<file path="src/rtl/multi_debounce_sync.sv">
// Multi-channel input conditioner: per-channel synchroniser, tick-sampled counter debounce,
// registered level with rise/fall pulses and optional hold-to-repeat press pulses.

module mds_lane #(
    parameter int SYNC_STAGES    = 2,
    parameter int STABLE_SAMPLES = 4,
    parameter int REPEAT_DELAY   = 0,
    parameter int REPEAT_RATE    = 1
) (
    input  logic clk,
    input  logic rst,
    input  logic tick_i,
    input  logic in_i,
    output logic level_o,
    output logic rise_o,
    output logic fall_o,
    output logic press_o
);
    localparam int SW = (STABLE_SAMPLES > 1) ? $clog2(STABLE_SAMPLES) : 1;
    localparam logic [SW-1:0] STAB_MAX = SW'(STABLE_SAMPLES - 1);

    logic [SYNC_STAGES-1:0] sync_q;
    logic                   synced;
    logic [SW-1:0]          stab_q, stab_d;
    logic                   level_q, level_d;
    logic                   rise_q, rise_d;
    logic                   fall_q, fall_d;
    logic                   press_q;
    logic                   rpt_fire;

    assign synced = sync_q[SYNC_STAGES-1];

    always_comb begin
        stab_d  = stab_q;
        level_d = level_q;
        rise_d  = 1'b0;
        fall_d  = 1'b0;
        if (tick_i) begin
            if (synced == level_q) begin
                stab_d = '0;
            end else if (stab_q == STAB_MAX) begin
                level_d = synced;
                stab_d  = '0;
                rise_d  = synced;
                fall_d  = ~synced;
            end else begin
                stab_d = stab_q + SW'(1);
            end
        end
    end

    generate
        if (REPEAT_DELAY > 0) begin : g_rpt
            localparam int RMAX = (REPEAT_DELAY > REPEAT_RATE) ? REPEAT_DELAY : REPEAT_RATE;
            localparam int RW   = $clog2(RMAX + 1);
            logic [RW-1:0] rpt_q, rpt_d, rpt_inc;
            logic          armed_q, armed_d;

            // A release landing on a repeat tick wins: the repeat is dropped.
            always_comb begin
                rpt_inc  = rpt_q + RW'(1);
                rpt_d    = rpt_q;
                armed_d  = armed_q;
                rpt_fire = 1'b0;
                if (!level_q || rise_d) begin
                    rpt_d   = '0;
                    armed_d = 1'b0;
                end else if (tick_i) begin
                    if (!armed_q && rpt_inc == RW'(REPEAT_DELAY)) begin
                        rpt_fire = ~fall_d;
                        armed_d  = 1'b1;
                        rpt_d    = '0;
                    end else if (armed_q && rpt_inc == RW'(REPEAT_RATE)) begin
                        rpt_fire = ~fall_d;
                        rpt_d    = '0;
                    end else begin
                        rpt_d = rpt_inc;
                    end
                end
            end

            always_ff @(posedge clk or posedge rst) begin
                if (rst) begin
                    rpt_q   <= '0;
                    armed_q <= 1'b0;
                end else begin
                    rpt_q   <= rpt_d;
                    armed_q <= armed_d;
                end
            end
        end else begin : g_norpt
            assign rpt_fire = 1'b0;
        end
    endgenerate

    always_ff @(posedge clk or posedge rst) begin
        if (rst) begin
            sync_q  <= '0;
            stab_q  <= '0;
            level_q <= 1'b0;
            rise_q  <= 1'b0;
            fall_q  <= 1'b0;
            press_q <= 1'b0;
        end else begin
            sync_q  <= {sync_q[SYNC_STAGES-2:0], in_i};
            stab_q  <= stab_d;
            level_q <= level_d;
            rise_q  <= rise_d;
            fall_q  <= fall_d;
            press_q <= rise_d | rpt_fire;
        end
    end

    assign level_o = level_q;
    assign rise_o  = rise_q;
    assign fall_o  = fall_q;
    assign press_o = press_q;
endmodule

module multi_debounce_sync #(
    parameter int N_CH           = 5,
    parameter int SYNC_STAGES    = 2,
    parameter int TICK_DIV       = 100000,
    parameter int STABLE_SAMPLES = 4,
    parameter int REPEAT_DELAY   = 0,
    parameter int REPEAT_RATE    = 1
) (
    input  logic            clk,
    input  logic            rst,
    input  logic [N_CH-1:0] in_i,
    output logic [N_CH-1:0] level_o,
    output logic [N_CH-1:0] rise_o,
    output logic [N_CH-1:0] fall_o,
    output logic [N_CH-1:0] press_o,
    output logic            tick_o
);
    localparam int CW = (TICK_DIV > 1) ? $clog2(TICK_DIV) : 1;
    localparam logic [CW-1:0] DIV_MAX = CW'(TICK_DIV - 1);

    logic [CW-1:0] cnt_q, cnt_d;
    logic          tick_q, tick_d;

    // tick is registered so it tracks cnt_q == DIV_MAX yet still reads 0 in reset.
    always_comb begin
        cnt_d  = (cnt_q == DIV_MAX) ? '0 : cnt_q + CW'(1);
        tick_d = (cnt_d == DIV_MAX);
    end

    always_ff @(posedge clk or posedge rst) begin
        if (rst) begin
            cnt_q  <= '0;
            tick_q <= 1'b0;
        end else begin
            cnt_q  <= cnt_d;
            tick_q <= tick_d;
        end
    end

    assign tick_o = tick_q;

    generate
        for (genvar i = 0; i < N_CH; i++) begin : g_lane
            mds_lane #(
                .SYNC_STAGES   (SYNC_STAGES),
                .STABLE_SAMPLES(STABLE_SAMPLES),
                .REPEAT_DELAY  (REPEAT_DELAY),
                .REPEAT_RATE   (REPEAT_RATE)
            ) u_lane (
                .clk    (clk),
                .rst    (rst),
                .tick_i (tick_q),
                .in_i   (in_i[i]),
                .level_o(level_o[i]),
                .rise_o (rise_o[i]),
                .fall_o (fall_o[i]),
                .press_o(press_o[i])
            );
        end
    endgenerate
endmodule

</file>
<file path="config.mk">
export PLATFORM = sky130hd
export DESIGN_NAME = multi_debounce_sync
export DESIGN_NICKNAME = d
export VERILOG_FILES = /design/src/rtl/multi_debounce_sync.sv
export SDC_FILE = /design/constraint.sdc
export NUM_CORES = 1
export LEC_CHECK = 0
export BUFFER_PORTS_ARGS = -buffer_cell sky130_fd_sc_hd__buf_4
export CORE_ASPECT_RATIO = 0.75
export CORE_MARGIN = 2
export CORE_UTILIZATION = 61
export CTS_CLUSTER_SIZE = 10
export DETAILED_ROUTE_END_ITERATION = 12
export GPL_TIMING_DRIVEN = 0
export PLACE_DENSITY = 0.83
export SLEW_MARGIN = 10
export SYNTH_ARGS = -nofsm -noshare
export SYNTH_HDL_FRONTEND = slang
export SYNTH_SLANG_ARGS = --single-unit
</file>
<file path="constraint.sdc">
create_clock -name clk -period 2.7 [get_ports clk]
set_input_delay 0.135 -clock clk [delete_from_list [all_inputs] [get_ports clk]]
set_output_delay 0.135 -clock clk [all_outputs]
set_load 0.05 [all_outputs]
</file>
# == Word-level counts from Yosys, hierarchy flattened ==
# Index checks and enable logic that the tools add are counted.
# word_totals
ff_bits,53
input_bits,7
output_inout_bits,21
elab_cells,101
# classes
add_sub_neg,6
eq_ne,12
n_mux,41
n_bitwise,10
n_reduce_logical,5
# op_table
operator,n
$eq A17 B17 Y1 const B,2
$mux W1,30
$mux W2,10
$add A17 B1 Y17 const B,1
$mux W17,1
$reduce_and A3 Y1,5
$add A2 B1 Y2 const B,5
$eq A2 B2 Y1 const B,5
$not A1 Y1,10
$eq A1 B1 Y1,5

# == Logic depth before layout (Yosys ltp) ==
# Gate-level depths: netlist of run 1.
# logic_depth
word_depth,4
ltp_mapped,6
ltp_nobuf,6

# == Hierarchy ==
# A second synthesis of run 1 with hierarchy kept.
# hier_totals
cells_unflattened,215
hier_area_um2,2452.4
# modules_own_cells
module,instances,cells_per_inst,area_each_um2,seq_area_each_um2
mds_lane,5,21,270.3,175.2
multi_debounce_sync,1,110,1101.1,450.4

# == Worst setup path before layout of run 1 ==
# No wires, ideal clock.
# synth_timing
path_type,reg2reg
startpoint,register cnt_q[0]
endpoint,"register tick_q, in the netlist tick_o"
setup_time_ns,0.121
t_arrival_ns,1.707
required_ns,2.579
path_slack_ns,0.872
stages_incl_launch_ff,7
path_buffers,0
period_less_slack_ns,1.828
path_cell_list,dfrtp_1 -> ha_1 -> nand3_1 -> nor4_1 -> nand4_1 -> xor2_1 -> and4bb_1
# synth_via
elab_chain_cells,3
word_cells_on_any_way,4
classes_between,1 x add/sub; 2 x eq/ne; 1 x mux
# synth_lines
item,line,text
"start, declared",140,"logic [CW-1:0] cnt_q, cnt_d;"
"start signal, assigned",154,cnt_q <= cnt_d;
$add A17 B1 Y17 or $eq A17 B17 Y1 (tied branches),145,cnt_d = (cnt_q == DIV_MAX) ? '0 : cnt_q + CW'(1);
$mux W17 (*),145,
$eq A17 B17 Y1 (*),146,tick_d = (cnt_d == DIV_MAX);
named net tick_d,141,"logic tick_q, tick_d;"
"end signal, assigned",155,tick_q <= tick_d;
"end, declared",141,
# The timed path passes the listed nets; every way through them passes the cells marked *.
# A chain may end at the register's enable or synchronous reset.

# == Worst setup path in the final report of run 1 ==
# Ends and elaborated chain as after synthesis.

==> out/qor.yml, run 1 <==
outcome:
  status: "complete, no violations"
critical_path:
  end_kind: "flip-flop"
  cp_max_fo: 10
  worst_ep_required_time_ns: 2.95
  startpoint_type: "flip-flop"
  setup.worst_path.class: "flip-flop to flip-flop"
  critPathArrivalTime_ns: 2.63
routing:
  ant_nets: 0
  dr_total_vias: 1578
  drtPass1Iterations: 4
  vias_per_cell: 5.278
  routedWlPerCell_um: 13.73
  drt-initial-drc-count: 122
  drc: 0
  wirelength_um: 4104
die:
  fp.dieArea_mm2: 0.004444
  die_width_um: 76.31
  pin_count: 28
  std_cell_rows: 19
  die_y_um: 58.24
  initial_core_util_pct: 64.51
  core-area_mm2: 0.003709
clock_network:
  h-tree-depth: 2
  post_cts_resized: 0
  cts.sinks: 53
  numCtsBuffers: 5
  cts_tree: "built"
  holdBufCountCts: 6
  post_cts_buffers: 0
  root_buffer: "clkbuf_8"
  clock_path_buffers: 2
  insertion_delay_ns: 0.31
  clkTransAtPathRegs_ns: 0.09
yosys:
  syn_inst: 205
  synth_top_cell_area_share_pct: 55.44
  synth-seq-cells: 53
  yosys-top-cells-area: "dfrtp_1, buf_4, mux2_2"
  synthesis.nets: 218
  ys_seq_area_share_pct: 55.44
  syn-cell-area_mm2: 0.002392
  syn_avg_cell_area_um2: 11.67
  synth_area_leader_cell: "dfrtp_1"
  yosys_warnings: 0
  yosysUniqueCellTypes: 35
finish:
  area_growth_pct: 19.19
  drive_above_1_share_pct: 30.36
  most-common-layout-cells: "dfrtp_1, buf_4, nand2_1, xnor2_1, nor2_1"
  final_nets: 259
  finalNonFillerCells: 299
  fillers: 255
  antenna_cells: 0
  final_common_cell: "dfrtp_1"
  final_area_mm2: 0.002851
placement:
  gp_congestion: 0.7979
  dp_hpwl_um: 2738
  io_buffers: 27
  dpl-instance-area_mm2: 0.002680
  dp.cells: 285
global_route:
  grt_pass1_wl_um: 7189
  grt_overflow: 0
  grt_usage_pct: 21.14
  antenna_found_initial: 0
  grt_pass1_vias: 1543
  grt_max_degree: 35
sta:
  maxSlewHeadroom_pct: 53.75
  setup_viol: 0
  drv_slew: 0
  worstMarginPinSlew_ns: 0.6899
  fmax_mhz: 420.1
  rsz0062_at_grt: "no"
  finalCriticalPeriod_ns: 2.381
  tns_ns: 0
  timing.final.hold_violations: 0
  skew_ns: 0.007850
  timing.final.crit_share_pct: 88.17
power:
  ir_drop_mv: 0.4649
  power_density_mw_per_mm2: 484.3
  fin_total_pwr_mw: 1.381
  leakagePower_nw: 1.385
run:
  maxCapViolCount: 0
min_path:
  hp-class: "flip-flop to flip-flop"
[state kept, by name, summed over array words and instances (netlist names)]
| signal | count |
|---|---|
| cnt_q | 17 |
| g_lane.u_lane.fall_o | 5 |
| g_lane.u_lane.level_o | 5 |
| g_lane.u_lane.rise_o | 5 |
| g_lane.u_lane.stab_q | 10 |
| g_lane.u_lane.sync_q | 10 |
| tick_o | 1 |
[per-layer routing]
metal	share of wire [%]	GRT usage, %	vias up
met5	0	0	-
met4	2.0	10.91	0
met3	4.3	4.673	6
met2	49	34.77	29
met1	44	27.04	769
li1	-	-	774
[through the flow]
step           setup slack, ns  hold WS, ns  utilization (%)
2_1_floorplan           0.8715       0.1664                -
3_3_place_gp            0.4782       0.2442            71.73
3_5_place_dp            0.4531       0.1712            72.27
4_1_cts                 0.4210       0.3588            76.89
5_1_grt                 0.1913       0.3697            76.89
6_report                0.3193       0.3557            76.89
[critical path, stage by stage (launching register included)]
cell,delay [ns]
dfrtp_1,0.43
ha_1,0.21
nand3_1,0.32
o21ai_0,0.33
nand4bb_1,0.12
a2111oi_0,0.62
and4bb_1,0.28
[path summary, 6_finish.rpt]
check                                           startpoint                          to  slack (ns)  depth (start not counted)
max in group asynchronous                              rst    g_lane[2].u_lane.level_o        1.81                          4
worst max-delay path                              cnt_q[0]                      tick_o        0.32                          6
worst min-delay path            g_lane[2].u_lane.sync_q[0]  g_lane[2].u_lane.sync_q[1]        0.36                          0
worst min register to register  g_lane[2].u_lane.sync_q[0]  g_lane[2].u_lane.sync_q[1]        0.36                          0
min in group asynchronous                              rst  g_lane[4].u_lane.sync_q[1]        0.38                          3
worst max register to register                    cnt_q[0]                      tick_o        0.32                          6
[Yosys cell counts]
| master | number |
|---|---|
| or3_2 | 1 |
| ha_1 | 6 |
| xnor2_1 | 11 |
| inv_1 | 8 |
| buf_4 | 21 |
| nor2b_1 | 1 |
| nor3_2 | 1 |
| nor2_1 | 11 |
| buf_1 | 1 |
| and2_2 | 1 |
| nand4_1 | 7 |
| mux2_2 | 10 |
| nor4_1 | 4 |
| dfrtp_1 | 53 |
| xor2_1 | 9 |
| nor3_1 | 7 |
| o22ai_1 | 5 |
| a2111oi_0 | 2 |
| o21ai_0 | 1 |
| and3_1 | 1 |
| or4_4 | 1 |
| nand2_1 | 16 |
| a211oi_1 | 1 |
| nand3b_1 | 1 |
| o211a_1 | 1 |
| nand3_1 | 6 |
| nand2_4 | 1 |
| and4_1 | 1 |
| nand4bb_1 | 1 |
| nor4_2 | 1 |
| nor3b_1 | 10 |
| or3b_2 | 1 |
| and4bb_1 | 1 |
| buf_2 | 1 |
| clkbuf_1 | 1 |
[power breakdown]
| part | switching, mW | internal (mW) |
|---|---|---|
| Combinational | 0.0208 | 0.0187 |
| Sequential | 0.00517 | 0.801 |
| Clock | 0.257 | 0.278 |
[cells by family after synthesis]
| kind of cell | count (synthesis) | synth area share [%] |
|---|---|---|
| multiplexers | 10 | 4.707 |
| AND/OR/NAND/NOR | 74 | 18.04 |
| adder cells (fa/ha/maj) | 6 | 3.138 |
| buffers and inverters | 32 | 8.368 |
| AO/OA/AOI/OAI | 10 | 2.981 |
| flip-flops | 53 | 55.44 |
| XOR/XNOR | 20 | 7.322 |
[cell type report]
cell class / instances / area, um^2 / area share, %
clock inverters: 2 / 38.79 / 1.360
multi-input cells: 120 / 865.8 / 30.36
clock buffers: 6 / 72.57 / 2.545
inverters: 8 / 30.03 / 1.053
plain buffers: 24 / 170.2 / 5.968
repair buffers: 34 / 282.8 / 9.917
well taps: 52 / 65.06 / 2.282
flip-flops and latches: 53 / 1326 / 46.51
(Power assumes the default switching activity.)
==> run 2: changes to the inputs <==
==> constraint.sdc (replaced) <==
create_clock -name clk -period 2.7 [get_ports clk]
set_input_delay 0.54 -clock clk [delete_from_list [all_inputs] [get_ports clk]]
set_output_delay 0.54 -clock clk [all_outputs]
set_load 0.05 [all_outputs]
==> out/qor.yml, run 2 (same netlist as run 1, synthesis figures left out) <==
routing:
  met1_length_um: 1764  # -2.7%
  wirelength_um: 4004  # -2.4%
  dr_total_vias: 1549  # -1.8%
  drc: 0  # unchanged
  drt-initial-drc-count: 89  # -27%
  top_layer_used: "met4"
  ant_nets: 0  # unchanged
  routedWlPerCell_um: 13.67  # -0.44%
  met3_wirelength_um: 159  # -9.7%
  drtPass1Iterations: 4  # unchanged
  wl_met2_um: 1994  # -1.7%
  vias_per_cell: 5.287  # +0.17%
run:
  maxCapViolCount: 0  # unchanged
clock_network:
  root_buffer: "clkbuf_8"
  holdBufCountCts: 0  # -6
  numCtsBuffers: 5  # unchanged
  insertion_delay_ns: 0.31  # about the same
  cts.sinks: 53  # unchanged
  cts_tree: "built"
  clkTransAtPathRegs_ns: 0.09  # about the same
  post_cts_resized: 0  # unchanged
  h-tree-depth: 2  # unchanged
  post_cts_buffers: 0  # unchanged
  clock_path_buffers: 2  # unchanged
finish:
  ff_latch_area_mm2: 0.001326  # unchanged
  top_register: "cnt_q"
  final_common_cell: "dfrtp_1"
  final_nets: 253  # -2.3%
  multi_input_area_um2: 865.8  # unchanged
  finalCoreUtilization_pct: 75.27  # -1.6 points
  final_area_mm2: 0.002791  # -2.1%
  most-common-layout-cells: "dfrtp_1, buf_4, nand2_1, xnor2_1, nor2_1"
  antenna_cells: 0  # unchanged
  area_growth_pct: 16.68
  largest_reg_flops: 17  # unchanged
  drive_above_1_share_pct: 31.12  # +0.76 points
  finalNonFillerCells: 293  # -2.0%
  fillers: 266  # +4.3%
  top_regs: "cnt_q (17), g_lane.u_lane.stab_q (10), g_lane.u_lane.sync_q (10)"
die:
  die_y_um: 58.24  # unchanged
  die_width_um: 76.31  # unchanged
  initial_core_util_pct: 64.51  # unchanged
  std_cell_rows: 19  # unchanged
  core-area_mm2: 0.003709  # unchanged
  pin_count: 28  # unchanged
  fp.dieArea_mm2: 0.004444  # unchanged
global_route:
  grt_pass1_wl_um: 7003  # -2.6%
  grt_max_degree: 35  # unchanged
  grt_usage_pct: 20.62  # -0.52 points
  grt_overflow: 0  # unchanged
  antenna_found_initial: 0  # unchanged
  grt_pass1_vias: 1510  # -2.1%
min_path:
  hp-class: "input port to asynchronous set/reset pin"
power:
  p_sw_share_pct: 20.51  # about the same
  power_density_mw_per_mm2: 492.2  # +1.6%
  p_seq_share_pct: 58.6  # +0.3 points
  netSwitchingPower_mw: 0.2818  # -0.51%
  internal-power_mw: 1.092  # -0.51%
  clockPowerShare_pct: 39.0  # +0.2 points
  leakagePower_nw: 1.360  # -1.8%
  ir_drop_mv: 0.4638  # -0.24%
  p_comb_share_pct: 2.3  # -0.6 points
  fin_total_pwr_mw: 1.374  # -0.51%
critical_path:
  worst_ep_required_time_ns: 2.95  # about the same
  max_stage_delay_ns: 0.58  # -0.04 ns
  crit_family: "compound AO/OA/AOI/OAI gates"
  end_kind: "flip-flop"
  crit_slowest_cell: "a2111oi_0"
  startpoint_type: "flip-flop"
  critPathArrivalTime_ns: 2.57  # -0.06 ns
  setup.worst_path.class: "flip-flop to flip-flop"
  worstPathCellList: "ha_1 > nand3_1 > o21ai_0 > nand4bb_1 > a2111oi_0 > and4bb_1"
  crit_buf_inv: 0  # unchanged
  cp_max_fo: 10  # unchanged
sta:
  skew_ns: 0.007846  # -0.000004360 ns
  timing.final.hold_violations: 0  # unchanged
  rsz0062_at_grt: "no"
  worstMarginPinSlew_ns: 0.6808  # -0.009140 ns
  maxSlewHeadroom_pct: 54.37  # +0.61 points
  fmax_mhz: 430.4  # +2.5%
  finalCriticalPeriod_ns: 2.324  # -0.05703 ns
  drv_slew: 0  # unchanged
  setup_viol: 0  # unchanged
  tns_ns: 0  # unchanged
  timing.final.crit_share_pct: 86.06  # -2.1 points
placement:
  gp_congestion: 0.7979  # unchanged
  io_buffers: 27  # unchanged
  dpl-instance-area_mm2: 0.002680  # unchanged
  dp.cells: 285  # unchanged
  dp_hpwl_um: 2738  # unchanged
outcome:
  status: "complete, no violations"
[run 2: stage by stage]
step	setup slack [ns]	hold WS (ns)
2_1_floorplan	0.8715	0.3312
3_5_place_dp	0.4531	0.3364
4_1_cts	0.4210	0.2351
3_3_place_gp	0.2646	0.3332
6_report	0.3764	0.2285
5_1_grt	0.1913	0.2584
[run 2: area by class of cell]
class / instances / share of cell area [%]
inverter: 8 / 1.076
multi-input combinational: 120 / 31.02
clock buffer: 6 / 2.600
buffer: 24 / 6.096
clock inverter: 2 / 1.390
tap: 52 / 2.331
sequential: 53 / 47.51
timing repair buffer: 28 / 7.978
[run 2: power by group through the flow]
stage	sequential [mW]	clock, mW	combinational, mW
global route	0.807	0.578	0.0370
detailed placement	0.821	0	0.0337
global placement	0.821	0	0.0292
floorplan	0.820	0	0.0183
finish	0.806	0.536	0.0322
CTS	0.806	0.547	0.0337
[run 2: final timing paths]
| path | cells after the start | to | startpoint | slack [ns] |
|---|---|---|---|---|
| max in group asynchronous | 3 | g_lane[2].u_lane.level_o | rst | 1.96 |
| setup reg to reg | 6 | tick_o | cnt_q[0] | 0.38 |
| min in group clk | 1 | g_lane[0].u_lane.sync_q[0] | in_i[0] | 0.33 |
| hold reg to reg | 0 | g_lane[2].u_lane.sync_q[1] | g_lane[2].u_lane.sync_q[0] | 0.36 |
| hold / removal | 2 | g_lane[4].u_lane.sync_q[1] | rst | 0.23 |
| setup / recovery | 6 | tick_o | cnt_q[0] | 0.38 |
[run 2: layer usage]
metal | GRT usage, % | vias to the layer above
li1 | - | 764
met1 | 26.02 | 751
met4 | 10.91 | 0
met3 | 4.673 | 7
met2 | 34.13 | 27
met5 | 0 | -
[run 2: worst register-to-register path, cell delays in order (launching register included)]
cell       delay [ns]
dfrtp_1          0.43
ha_1             0.21
nand3_1          0.32
o21ai_0          0.33
nand4bb_1        0.12
a2111oi_0        0.58
and4bb_1         0.27
